`src/rtl/seq_divider.sv`:
```
// seq_divider: multi-cycle restoring divider, one quotient bit per clock.
// A start/done handshake returns quotient, remainder and a divide-by-zero flag.
// Optional macro DIV_SIGNED_EN: operands become two's complement, the result
// truncates toward zero and the sign fix-up is applied on entry to DONE.
module seq_divider #(
    parameter int WIDTH = 8
) (
    input  logic             clk,
    input  logic             rst,
    input  logic             start,
    input  logic [WIDTH-1:0] inDatA,
    input  logic [WIDTH-1:0] inDatB,
    output logic [WIDTH-1:0] outQuo,
    output logic [WIDTH-1:0] outRem,
    output logic             busy,
    output logic             done,
    output logic             divZero
);

    localparam int CNT_W = $clog2(WIDTH);

    typedef enum logic [1:0] {
        IDLE = 2'd0,
        CALC = 2'd1,
        DONE = 2'd2
    } state_t;

    state_t           state_r;
    state_t           state_s;
    logic [CNT_W-1:0] cnt_r;
    logic [WIDTH-1:0] rem_r;      // partial remainder; always < divisor so WIDTH bits suffice
    logic [WIDTH-1:0] quo_r;      // dividend bits shift out at the top, quotient bits in at the bottom
    logic [WIDTH-1:0] div_r;
    logic [WIDTH:0]   shifted_s;
    logic [WIDTH:0]   trial_s;
    logic             borrow_s;
    logic [WIDTH-1:0] rem_next_s;
    logic [WIDTH-1:0] quo_next_s;
    logic [WIDTH-1:0] a_mag_s;
    logic [WIDTH-1:0] b_mag_s;
    logic [WIDTH-1:0] fin_quo_s;
    logic [WIDTH-1:0] fin_rem_s;

`ifdef DIV_SIGNED_EN
    logic neg_q_r;
    logic neg_r_r;

    function automatic logic [WIDTH-1:0] twos_neg(input logic [WIDTH-1:0] v);
        return ~v + {{(WIDTH-1){1'b0}}, 1'b1};
    endfunction

    // Operand magnitudes and result sign fix-up for two's complement mode.
    always_comb begin
        a_mag_s   = inDatA[WIDTH-1] ? twos_neg(inDatA) : inDatA;
        b_mag_s   = inDatB[WIDTH-1] ? twos_neg(inDatB) : inDatB;
        fin_quo_s = neg_q_r ? twos_neg(quo_next_s) : quo_next_s;
        fin_rem_s = neg_r_r ? twos_neg(rem_next_s) : rem_next_s;
    end

    // Remember result signs at accept time; remainder follows the dividend.
    always_ff @(posedge clk or posedge rst) begin
        if (rst) begin
            neg_q_r <= 1'b0;
            neg_r_r <= 1'b0;
        end else if (state_r == IDLE && start) begin
            neg_q_r <= inDatA[WIDTH-1] ^ inDatB[WIDTH-1];
            neg_r_r <= inDatA[WIDTH-1];
        end
    end
`else
    // Unsigned mode: operands and results pass straight through.
    always_comb begin
        a_mag_s   = inDatA;
        b_mag_s   = inDatB;
        fin_quo_s = quo_next_s;
        fin_rem_s = rem_next_s;
    end
`endif

    // One restoring step: the WIDTH+1-bit trial's top bit is the borrow.
    // On borrow the shifted value is < divisor, so its top bit is zero.
    always_comb begin
        shifted_s  = {rem_r, quo_r[WIDTH-1]};
        trial_s    = shifted_s - {1'b0, div_r};
        borrow_s   = trial_s[WIDTH];
        rem_next_s = borrow_s ? shifted_s[WIDTH-1:0] : trial_s[WIDTH-1:0];
        quo_next_s = {quo_r[WIDTH-2:0], ~borrow_s};
    end

    // State register.
    always_ff @(posedge clk or posedge rst) begin
        if (rst) begin
            state_r <= IDLE;
        end else begin
            state_r <= state_s;
        end
    end

    // Next-state logic; start is only honoured in IDLE.
    always_comb begin
        state_s = state_r;
        case (state_r)
            IDLE: begin
                if (start) begin
                    if (inDatB == '0) begin
                        state_s = DONE;
                    end else begin
                        state_s = CALC;
                    end
                end else begin
                    state_s = IDLE;
                end
            end
            CALC: begin
                if (cnt_r == '0) begin
                    state_s = DONE;
                end else begin
                    state_s = CALC;
                end
            end
            DONE:    state_s = IDLE;
            default: state_s = IDLE;
        endcase
    end

    // Datapath and registered outputs; results only change on entry to DONE.
    always_ff @(posedge clk or posedge rst) begin
        if (rst) begin
            cnt_r   <= '0;
            rem_r   <= '0;
            quo_r   <= '0;
            div_r   <= '0;
            outQuo  <= '0;
            outRem  <= '0;
            busy    <= 1'b0;
            done    <= 1'b0;
            divZero <= 1'b0;
        end else begin
            case (state_r)
                IDLE: begin
                    done <= 1'b0;
                    if (start) begin
                        div_r <= b_mag_s;
                        quo_r <= a_mag_s;
                        rem_r <= '0;
                        cnt_r <= CNT_W'(WIDTH - 1);
                        if (inDatB == '0) begin
                            outQuo  <= '1;
                            outRem  <= inDatA;
                            divZero <= 1'b1;
                            done    <= 1'b1;
                            busy    <= 1'b0;
                        end else begin
                            busy <= 1'b1;
                        end
                    end
                end
                CALC: begin
                    rem_r <= rem_next_s;
                    quo_r <= quo_next_s;
                    if (cnt_r == '0) begin
                        outQuo  <= fin_quo_s;
                        outRem  <= fin_rem_s;
                        divZero <= 1'b0;
                        done    <= 1'b1;
                        busy    <= 1'b0;
                    end else begin
                        cnt_r <= cnt_r - 1'b1;
                    end
                end
                DONE: begin
                    done <= 1'b0;
                    busy <= 1'b0;
                end
                default: begin
                    done <= 1'b0;
                    busy <= 1'b0;
                end
            endcase
        end
    end

endmodule
```
`config.mk`:
```
export PLATFORM = sky130hd
export DESIGN_NAME = seq_divider
export DESIGN_NICKNAME = d
export VERILOG_FILES = /design/src/rtl/seq_divider.sv
export SDC_FILE = /design/constraint.sdc
export NUM_CORES = 1
export LEC_CHECK = 0
export CAP_MARGIN = 25
export CORE_ASPECT_RATIO = 1.1
export CORE_MARGIN = 3
export CORE_UTILIZATION = 53
export DETAILED_ROUTE_END_ITERATION = 8
export PLACE_DENSITY = 0.79
export SYNTH_ARGS = -nofsm -noshare
export SYNTH_HDL_FRONTEND = slang
export SYNTH_SLANG_ARGS = --single-unit
```
`constraint.sdc`:
```
create_clock -name clk -period 3 [get_ports clk]
set_clock_uncertainty 0.15 [all_clocks]
set_input_delay 0.9 -clock clk [delete_from_list [all_inputs] [get_ports clk]]
set_output_delay 0.9 -clock clk [all_outputs]
set_load 0.1 [all_outputs]
```
* Yosys cells after proc, flatten, opt, wreduce, memory -nomap -nowiden
Index checks and enable logic that the tools add are counted.
** Operators by class
- Multiplexer cells :: 31
- Reductions and logical operators :: 9
- Bitwise gates (word level) :: 1
- Equality and inequality tests :: 5
- $add $sub $neg :: 2
** Operators by type and width (number)
- $mux W8 :: 9
- $pmux W8 S2 :: 4
- $sub A9 B8 Y9 :: 1
- $logic_not A8 Y1 :: 1
- $mux W1 :: 8
- $ne A2 B2 Y1 const B :: 4
- $mux W2 :: 3
- $mux W3 :: 2
- $pmux W1 S2 :: 3
- $pmux W3 S2 :: 1
- $reduce_and A2 Y1 :: 3
- $pmux W2 S2 :: 1
- $reduce_and A4 Y1 :: 1
- $logic_not A3 Y1 :: 1
- $reduce_and A3 Y1 :: 1
- $sub A3 B1 Y3 const B :: 1
- $eq A2 B1 Y1 const B :: 1
- $logic_not A2 Y1 :: 1
- $reduce_bool A2 Y1 :: 1
- $not A1 Y1 :: 1
** Storage, ports and cells
- Input bits :: 19
- Output and inout bits :: 19
- Logic and storage cells :: 58
- Register bits :: 48

* Logic depth before layout (Yosys ltp)
Gate-level depths: netlist (run 1).
- Depth in word-level cells :: 4
- Depth in mapped cells :: 10
- Gate-level depth less buffers :: 10

* Least setup slack after synthesis (run 1)
No wires, ideal clock.
- Kind :: register to register
- Start :: reg quo_r[7]
- End :: reg outRem[0]
- Period minus slack after synthesis :: 2.544 ns
- Slack :: 0.456 ns
- Stages on the path, launching flop included :: 11
- Data required time :: 2.767 ns
- Arrival time :: 2.312 ns
- Cell sequence :: dfrtp_1 inv_1 ha_1 inv_1 fa_1 a211oi_2 nor2_2 a41oi_4 xnor2_4 mux2_4 o22ai_1
** Between the ends
- Word-level cells in the longest chain between the ends :: 4
** Ends and longest elaborated chain
- start, declared :: RTL line 32 : logic [WIDTH-1:0] quo_r;
- start signal, assigned :: RTL line 144 : quo_r <= a_mag_s;
- start signal, assigned :: RTL line 160 : quo_r <= quo_next_s;
- $sub A9 B8 Y9 :: RTL line 84 : trial_s = shifted_s - {1'b0, div_r};
- $mux W8 * :: RTL line 86 : rem_next_s = borrow_s ? shifted_s[WIDTH-1:0] : trial_s[WIDTH-1:0];
- $mux W8 * :: RTL line 161 : if (cnt_r == '0) begin
- $pmux W8 S2 * :: RTL line 139 : case (state_r)
- end signal, assigned :: RTL line 149 : outRem <= inDatA;
- end signal, assigned :: RTL line 163 : outRem <= fin_rem_s;
- end, declared :: RTL line 14 : output logic [WIDTH-1:0] outRem,
Every way passes the cells marked *; elsewhere a longest branch is shown, timed or not. The select of a mux whose other input is x is not followed.
A chain may end at the register's enable or synchronous reset.

* Worst setup path in the final report (run 1)
Ends and elaborated chain as after synthesis.

==> results by group, run 1 <==
Yosys
  – Xor/xnor cell area share of the yosys netlist: 2.57%
  – Average instance area after synthesis: 9.70 sq um
  – Synth Area in Compound Gates: 20.1%
  – Number of warnings issued by yosys: 0
  – Adder and majority gate portion of the synthesized area: 5.96%
  – Area share of and/or/nand/nor cells after synthesis: 14.6%
  – Post-synthesis cell count: 251
  – Proportion of synthesized area in mux cells: 3.50%
  – Sequential-to-total area share from yosys stat: 49.4%
  – Netlist area before placement: 2430 sq um
  – Nets in the synthesized netlist: 281
  – Combinational family with the most area after synthesis: compound AO/OA/AOI/OAI gates
  – Count of state elements after synthesis: 48
  – Post-synth cell types: 43

CTS
  – CTS sink count: 48
  – Hold buffer count at cts: 0
  – CTS buffer count: 5
  – Latest clock arrival within the worst-skew pair: 0.30 ns
  – Clk buf depth: 2
  – Clock-pin transition on the worst setup and hold timing paths: 0.08 ns
  – Cell chosen for the clock root: clkbuf_8
  – CTS tree: done
  – Number of H-tree levels: 2

STA
  – Final slew viol count: 0
  – Share of the clock period used by the worst path after layout: 93.3%
  – Pin slew with the least headroom to its limit: 0.504 ns
  – Hold violation count in the final report: 0
  – Fin Setup TNS: 0 ns
  – Post-route worst hold slack: 0.340 ns
  – Top achievable clock speed: 357 MHz
  – Final setup violation count: 0
  – Max-slew headroom at the worst pin: 66.4%
  – Setup repair after global routing missed its margin: false
  – Min cycle time layout: 2.80 ns

Cells and area
  – Layout cells sized above 1: 16.2%
  – Storage element area: 1200 sq um
  – Area of the multi-input gates: 1140 sq um
  – Layout filler cell count: 362
  – Antenna fix cells: 0
  – Net total in the final layout: 326
  – Final instance count without filler cells: 351
  – Final core area utilization: 68.7%
  – Area growth syn-to-layout: 22.8%

Global routing
  – Total routing resource utilization after global routing: 21.9%
  – Maximum number of pins on one net before global-route repair: 36
  – First-pass GRT wire length: 9.36 mm
  – GR Overflow Total: 0
  – Via count of the first global-routing pass: 2013
  – Initial antenna violation count: 0

Hold path
  – Origin of the worst min-delay path: cnt_r[0]
  – Type of the worst min-delay path: reg -> reg

Route
  – Router iterations before antenna repair: 4
  – Post-DRT Antenna Nets: 0
  – WL per Instance: 15.9 um
  – Drt first-iter violations: 136
  – Post-detailed-route via-to-cell ratio: 5.74
  – WL final: 5.58 mm
  – Count of vias placed by the detailed router: 2016
  – DRC violation count after routing: 0

Critical path
  – Crit start category: flop
  – CP startpoint: quo_r[7]
  – Endpoint type of the worst setup path: flop
  – Cell repeated most along the worst path: inv_1
  – Source of the worst register-to-register timing path: quo_r[7]
  – Critical path buffer and inverter count: 3
  – Max incr delay on CP: 0.38 ns
  – CP max-delay cell: fa_2
  – Type of the worst setup path: reg -> reg
  – Required time at the worst-slack endpoint: 3.06 ns
  – Arr. time, crit path: 2.86 ns
  – Worst path cell trace: inv_1, ha_1, inv_1, fa_2, a211oi_2, nor2_2, a41oi_4, xnor2_4, buf_6, mux2_4, o22ai_1
  – Largest delay share family, worst path: compound AO/OA/AOI/OAI gates
  – Crit Path Max Fanout: 6

Die
  – Standard-cell row count: 25
  – Initial core utilization: 56.0%
  – IO Pins: 38
  – Horizontal die dimension: 70.6 um
  – Placeable core region: 4350 sq um
  – Die Y: 77.1 um
  – Total die area: 5440 sq um

Run
  – Max cap viols: 0

Placed design
  – Placer's final routability congestion estimate: 0.800
  – Placed Instances: 340
  – Port Buf Inserts: 37
  – Post-detailed-placement half-perimeter wirelength: 4.03 mm

Run status
  – Outcome: completed
## repair_timing
item,CTS,global route
gates resized for setup,0,3
setup endpoints to repair,0,2
buffers inserted,0,3
## sequential cells by signal, summed over array words and instances (netlist names)
name / count
busy: 1
cnt_r: 3
divZero: 1
div_r: 8
done: 1
outQuo: 8
outRem: 8
quo_r: 8
rem_r: 8
state_r: 2
## path summary, 6_finish.rpt
path / endpoint / slack [ns] / depth (start not counted)
worst max-delay path: outRem[0] / 0.20 / 11
max in group asynchronous: rem_r[5] / 1.38 / 3
worst min-delay path: cnt_r[0] / 0.34 / 1
min in group asynchronous: div_r[2] / 0.80 / 2
worst min register to register: cnt_r[0] / 0.34 / 1
worst max register to register: outRem[0] / 0.20 / 11
## cell usage after synthesis, drive strengths merged
| master | count | share of area [%] |
|---|---|---|
| a211o | 2 | 0.72 |
| a211oi | 3 | 1.1 |
| a21o | 2 | 0.67 |
| a21oi | 15 | 3.1 |
| a221o | 1 | 0.46 |
| a221oi | 2 | 0.72 |
| a31o | 1 | 0.36 |
| a31oi | 8 | 2.1 |
| a41oi | 1 | 1.1 |
| and2 | 1 | 0.26 |
| and3 | 1 | 0.26 |
| buf | 2 | 0.41 |
| clkbuf | 8 | 1.2 |
| dfrtp | 48 | 49 |
| fa | 1 | 0.82 |
| ha | 10 | 5.1 |
| inv | 15 | 2.3 |
| mux2 | 1 | 0.62 |
| mux2i | 7 | 2.9 |
| nand2 | 34 | 5.2 |
| nand2b | 2 | 0.51 |
| nand3 | 10 | 2.1 |
| nand4 | 1 | 0.26 |
| nor2 | 25 | 4.0 |
| nor2b | 3 | 0.77 |
| nor3 | 3 | 0.62 |
| o2111ai | 1 | 0.36 |
| o211ai | 1 | 0.31 |
| o21a | 1 | 0.31 |
| o21ai | 19 | 3.9 |
| o21bai | 1 | 0.31 |
| o22a | 9 | 3.3 |
| o22ai | 5 | 1.3 |
| or4 | 2 | 0.62 |
| xnor2 | 3 | 1.9 |
| xor2 | 2 | 0.72 |
## kinds of logic after synthesis
group,count (synthesis)
and+or+nand+nor,82
buffers and inverters,25
adders and majority gates,11
muxes,8
AOI/OAI and AO/OA,72
xor gates and xnor gates,5
DFF,48
## layout make-up
cell class / count / share of cell area, %
Inverter: 15 / 1.88
Multi-Input combinational cell: 178 / 38.1
Timing Repair Buffer: 48 / 14.5
Sequential cell: 48 / 40.2
Tap cell: 54 / 2.26
Clock buffer: 8 / 3.02
## cell usage in the layout, fill, tap and decap left out, types with 2 or more instances in the layout
| master | netlist | routed |
|---|---|---|
| a211o_1 | 2 | 2 |
| a211oi_1 | 2 | 2 |
| a21oi_1 | 15 | 15 |
| a221oi_1 | 2 | 2 |
| a31oi_1 | 8 | 8 |
| buf_12 | 0 | 2 |
| buf_4 | 0 | 27 |
| clkbuf_1 | 8 | 2 |
| clkbuf_8 | 0 | 6 |
| clkdlybuf4s50_1 | 0 | 18 |
| dfrtp_1 | 48 | 48 |
| ha_1 | 10 | 10 |
| inv_1 | 14 | 13 |
| inv_2 | 1 | 2 |
| mux2i_1 | 7 | 7 |
| nand2_1 | 34 | 34 |
| nand2b_1 | 2 | 2 |
| nand3_1 | 10 | 10 |
| nor2_1 | 24 | 24 |
| nor2b_1 | 3 | 3 |
| nor3_1 | 3 | 3 |
| o21ai_0 | 16 | 16 |
| o21ai_1 | 3 | 3 |
| o22a_1 | 8 | 8 |
| o22ai_1 | 5 | 5 |
| or4_1 | 2 | 2 |
| xnor2_1 | 2 | 2 |
| xor2_1 | 2 | 2 |
## layer usage
metal	part of all wire, %	track usage [%]
met1	40	26.8
met2	53	38.6
met3	5.1	3.93
met4	2.1	7.33
met5	0	0
## stage by stage
stage | cell area [sq um] | setup WS, ns
after global routing | 2990 | 0.0501
after global placement | 2870 | 0.0799
after floorplan | 2430 | 0.456
after detailed placement | 2870 | 0.0265
final | 2990 | 0.201
after CTS | 2960 | 0.141
Power of run 1 is left out: the tool's default activity adds up to more than one toggle a clock period on the data nets, which glitch-free logic cannot reach.
==> inputs of run 2 (changes only) <==
Settings changed: CAP_MARGIN 25 to 0.
==> results of run 2 <==
Same layout as run 1: the final DEF is identical, and so are final timing and power.
Power of run 2 is left out for the same reason.
==> inputs of run 3 (changes only) <==
Settings changed: PLACE_DENSITY 0.79 to not set, PLACE_DENSITY_LB_ADDON set to 0.25.
==> run 3 against run 2 <==
Net effect: hold slack worse by 0.014 ns; setup slack worse by 0.0011 ns; critical path depth is 1 lower; die area stayed put; register-to-register slack hardly changed; global-route usage is 1.5 points lower; non-clock buffer count is 2 lower; count of clock-buffer cells in the layout stayed put.
==> results by group, run 3 (synthesis gave the netlist of run 1 again) <==
STA
  – Top achievable clock speed: 357 MHz (about the same)
  – Pin slew with the least headroom to its limit: 0.601 ns (was 0.504 ns)
  – Final slew viol count: 0 (unchanged)
  – Final setup violation count: 0 (unchanged)
  – Max-slew headroom at the worst pin: 59.9% (was 66.4%)
  – Hold violation count in the final report: 0 (unchanged)
  – Min cycle time layout: 2.80 ns (about the same)
  – Setup repair after global routing missed its margin: false (unchanged)
  – Fin Setup TNS: 0 ns (unchanged)
  – Share of the clock period used by the worst path after layout: 93.3% (about the same)

Global routing
  – Met2 global-route usage: 34.0% (was 38.6%)
  – Maximum number of pins on one net before global-route repair: 49 (was 36)
  – Met3 capacity usage during global routing: 4.46% (was 3.93%)
  – Most used routing layer: met2 (unchanged)
  – Global routing usage on met1: 26.3% (was 26.8%)
  – Initial antenna violation count: 0 (unchanged)
  – First-pass GRT wire length: 9.01 mm (was 9.36 mm)
  – Total routing resource utilization after global routing: 20.3% (was 21.9%)
  – Via count of the first global-routing pass: 1982 (was 2013)
  – GR Overflow Total: 0 (unchanged)

Die
  – Total die area: 5440 sq um (unchanged)
  – IO Pins: 38 (unchanged)
  – Die Y: 77.1 um (unchanged)
  – Placeable core region: 4350 sq um (unchanged)
  – Standard-cell row count: 25 (unchanged)
  – Horizontal die dimension: 70.6 um (unchanged)
  – Initial core utilization: 56.0% (unchanged)

Hold path
  – Type of the worst min-delay path: reg -> reg (unchanged)
  – Origin of the worst min-delay path: cnt_r[0] (unchanged)
  – Number of instances on the worst hold path: 1 (unchanged)
  – Capture endpoint of the worst hold path: cnt_r[0] (unchanged)

CTS
  – CTS tree: done (unchanged)
  – Clk buf depth: 2 (unchanged)
  – Hold buffer count at cts: 0 (unchanged)
  – Number of H-tree levels: 2 (unchanged)
  – Cell chosen for the clock root: clkbuf_8 (unchanged)
  – CTS sink count: 48 (unchanged)
  – Count of cells resized by post-cts repair: 0 (unchanged)
  – CTS buffer count: 5 (unchanged)
  – Latest clock arrival within the worst-skew pair: 0.30 ns (about the same)
  – Clock-pin transition on the worst setup and hold timing paths: 0.09 ns (was 0.08 ns)
  – Post-CTS setup buffer count: 0 (unchanged)

Placed design
  – Port Buf Inserts: 37 (unchanged)
  – Placer's final routability congestion estimate: 0.834 (was 0.800)
  – Post-detailed-placement half-perimeter wirelength: 3.77 mm (was 4.03 mm)

Run
  – Max cap viols: 0 (unchanged)

Cells and area
  – Area growth syn-to-layout: 20.9% (was 22.8%)
  – Net total in the final layout: 324 (was 326)
  – Commonest non-fill, non-tap cell in the layout: dfrtp_1 (unchanged)
  – Area of the multi-input gates: 1140 sq um (about the same)
  – Layout cells sized above 1: 15.3% (was 16.2%)
  – Storage element area: 1200 sq um (unchanged)
  – Layout filler cell count: 363 (was 362)
  – Top library cells by usage in the layout, fill and taps aside: dfrtp_1, nand2_1, buf_4 (unchanged)
  – Antenna fix cells: 0 (unchanged)

Route
  – Drt first-iter violations: 100 (was 136)
  – Count of vias placed by the detailed router: 1951 (was 2016)
  – Post-detailed-route via-to-cell ratio: 5.59 (was 5.74)
  – WL final: 5.18 mm (was 5.58 mm)
  – Post-DRT Antenna Nets: 0 (unchanged)
  – Router iterations before antenna repair: 4 (unchanged)
  – DRC violation count after routing: 0 (unchanged)
  – WL per Instance: 14.8 um (was 15.9 um)

Run status
  – Outcome: completed (unchanged)

Critical path
  – R2r setup slk: 0.20 ns (about the same)
  – R2r endpoint: outRem[0] (unchanged)
  – Type of the worst setup path: reg -> reg (unchanged)
  – Required time at the worst-slack endpoint: 3.06 ns (about the same)
  – Endpoint type of the worst setup path: flop (unchanged)
  – Depth of the most critical reg-to-reg path: 10 (was 11)
  – Crit Path Max Fanout: 10 (was 6)
  – Crit start category: flop (unchanged)
  – Arr. time, crit path: 2.86 ns (about the same)
  – CP startpoint: quo_r[7] (unchanged)
  – Source of the worst register-to-register timing path: quo_r[7] (unchanged)
## run 3: critical path, stage by stage (launching register included)
cell      delay, ns
dfrtp_1        0.37
inv_1          0.11
ha_1           0.18
inv_1          0.05
fa_1           0.43
a211oi_2       0.27
nor2_2         0.10
a41oi_4        0.29
xnor2_4        0.25
mux2_4         0.35
o22ai_1        0.15
## run 3: worst max path at each step
stage	endpoint	slack [ns]
4_1_cts	outRem[0]	0.20
3_5_place_dp	outRem[7]	0.06
6_report	outRem[0]	0.20
2_1_floorplan	outRem[0]	0.46
5_1_grt	outRem[5]	0.02
3_3_place_gp	outRem[5]	0.08
## run 3: routing by layer
layer,wire length [um],vias to the layer above
met3,201,8
met1,2320,930
met4,72,0
li1,-,973
met5,0,-
met2,2580,40
## run 3: layout make-up
class,count,area share [%]
inverters,15,1.91
multi-input cells,178,38.6
clock buffers,8,3.06
well taps,54,2.30
flip-flops and latches,48,40.8
repair buffers,46,13.3
## run 3: per-stage QoR
step	hold slack, ns	std cells	utilization, %	worst slack, ns	cell area, sq um
2_1_floorplan	0.295	251	-	0.456	2430
3_3_place_gp	0.308	341	65.6	0.0791	2850
3_5_place_dp	0.319	341	65.6	0.0644	2850
4_1_cts	0.329	349	67.7	0.200	2940
5_1_grt	0.369	349	67.7	0.0167	2940
6_report	0.326	349	67.7	0.200	2940
Power of run 3 is left out for the same reason.
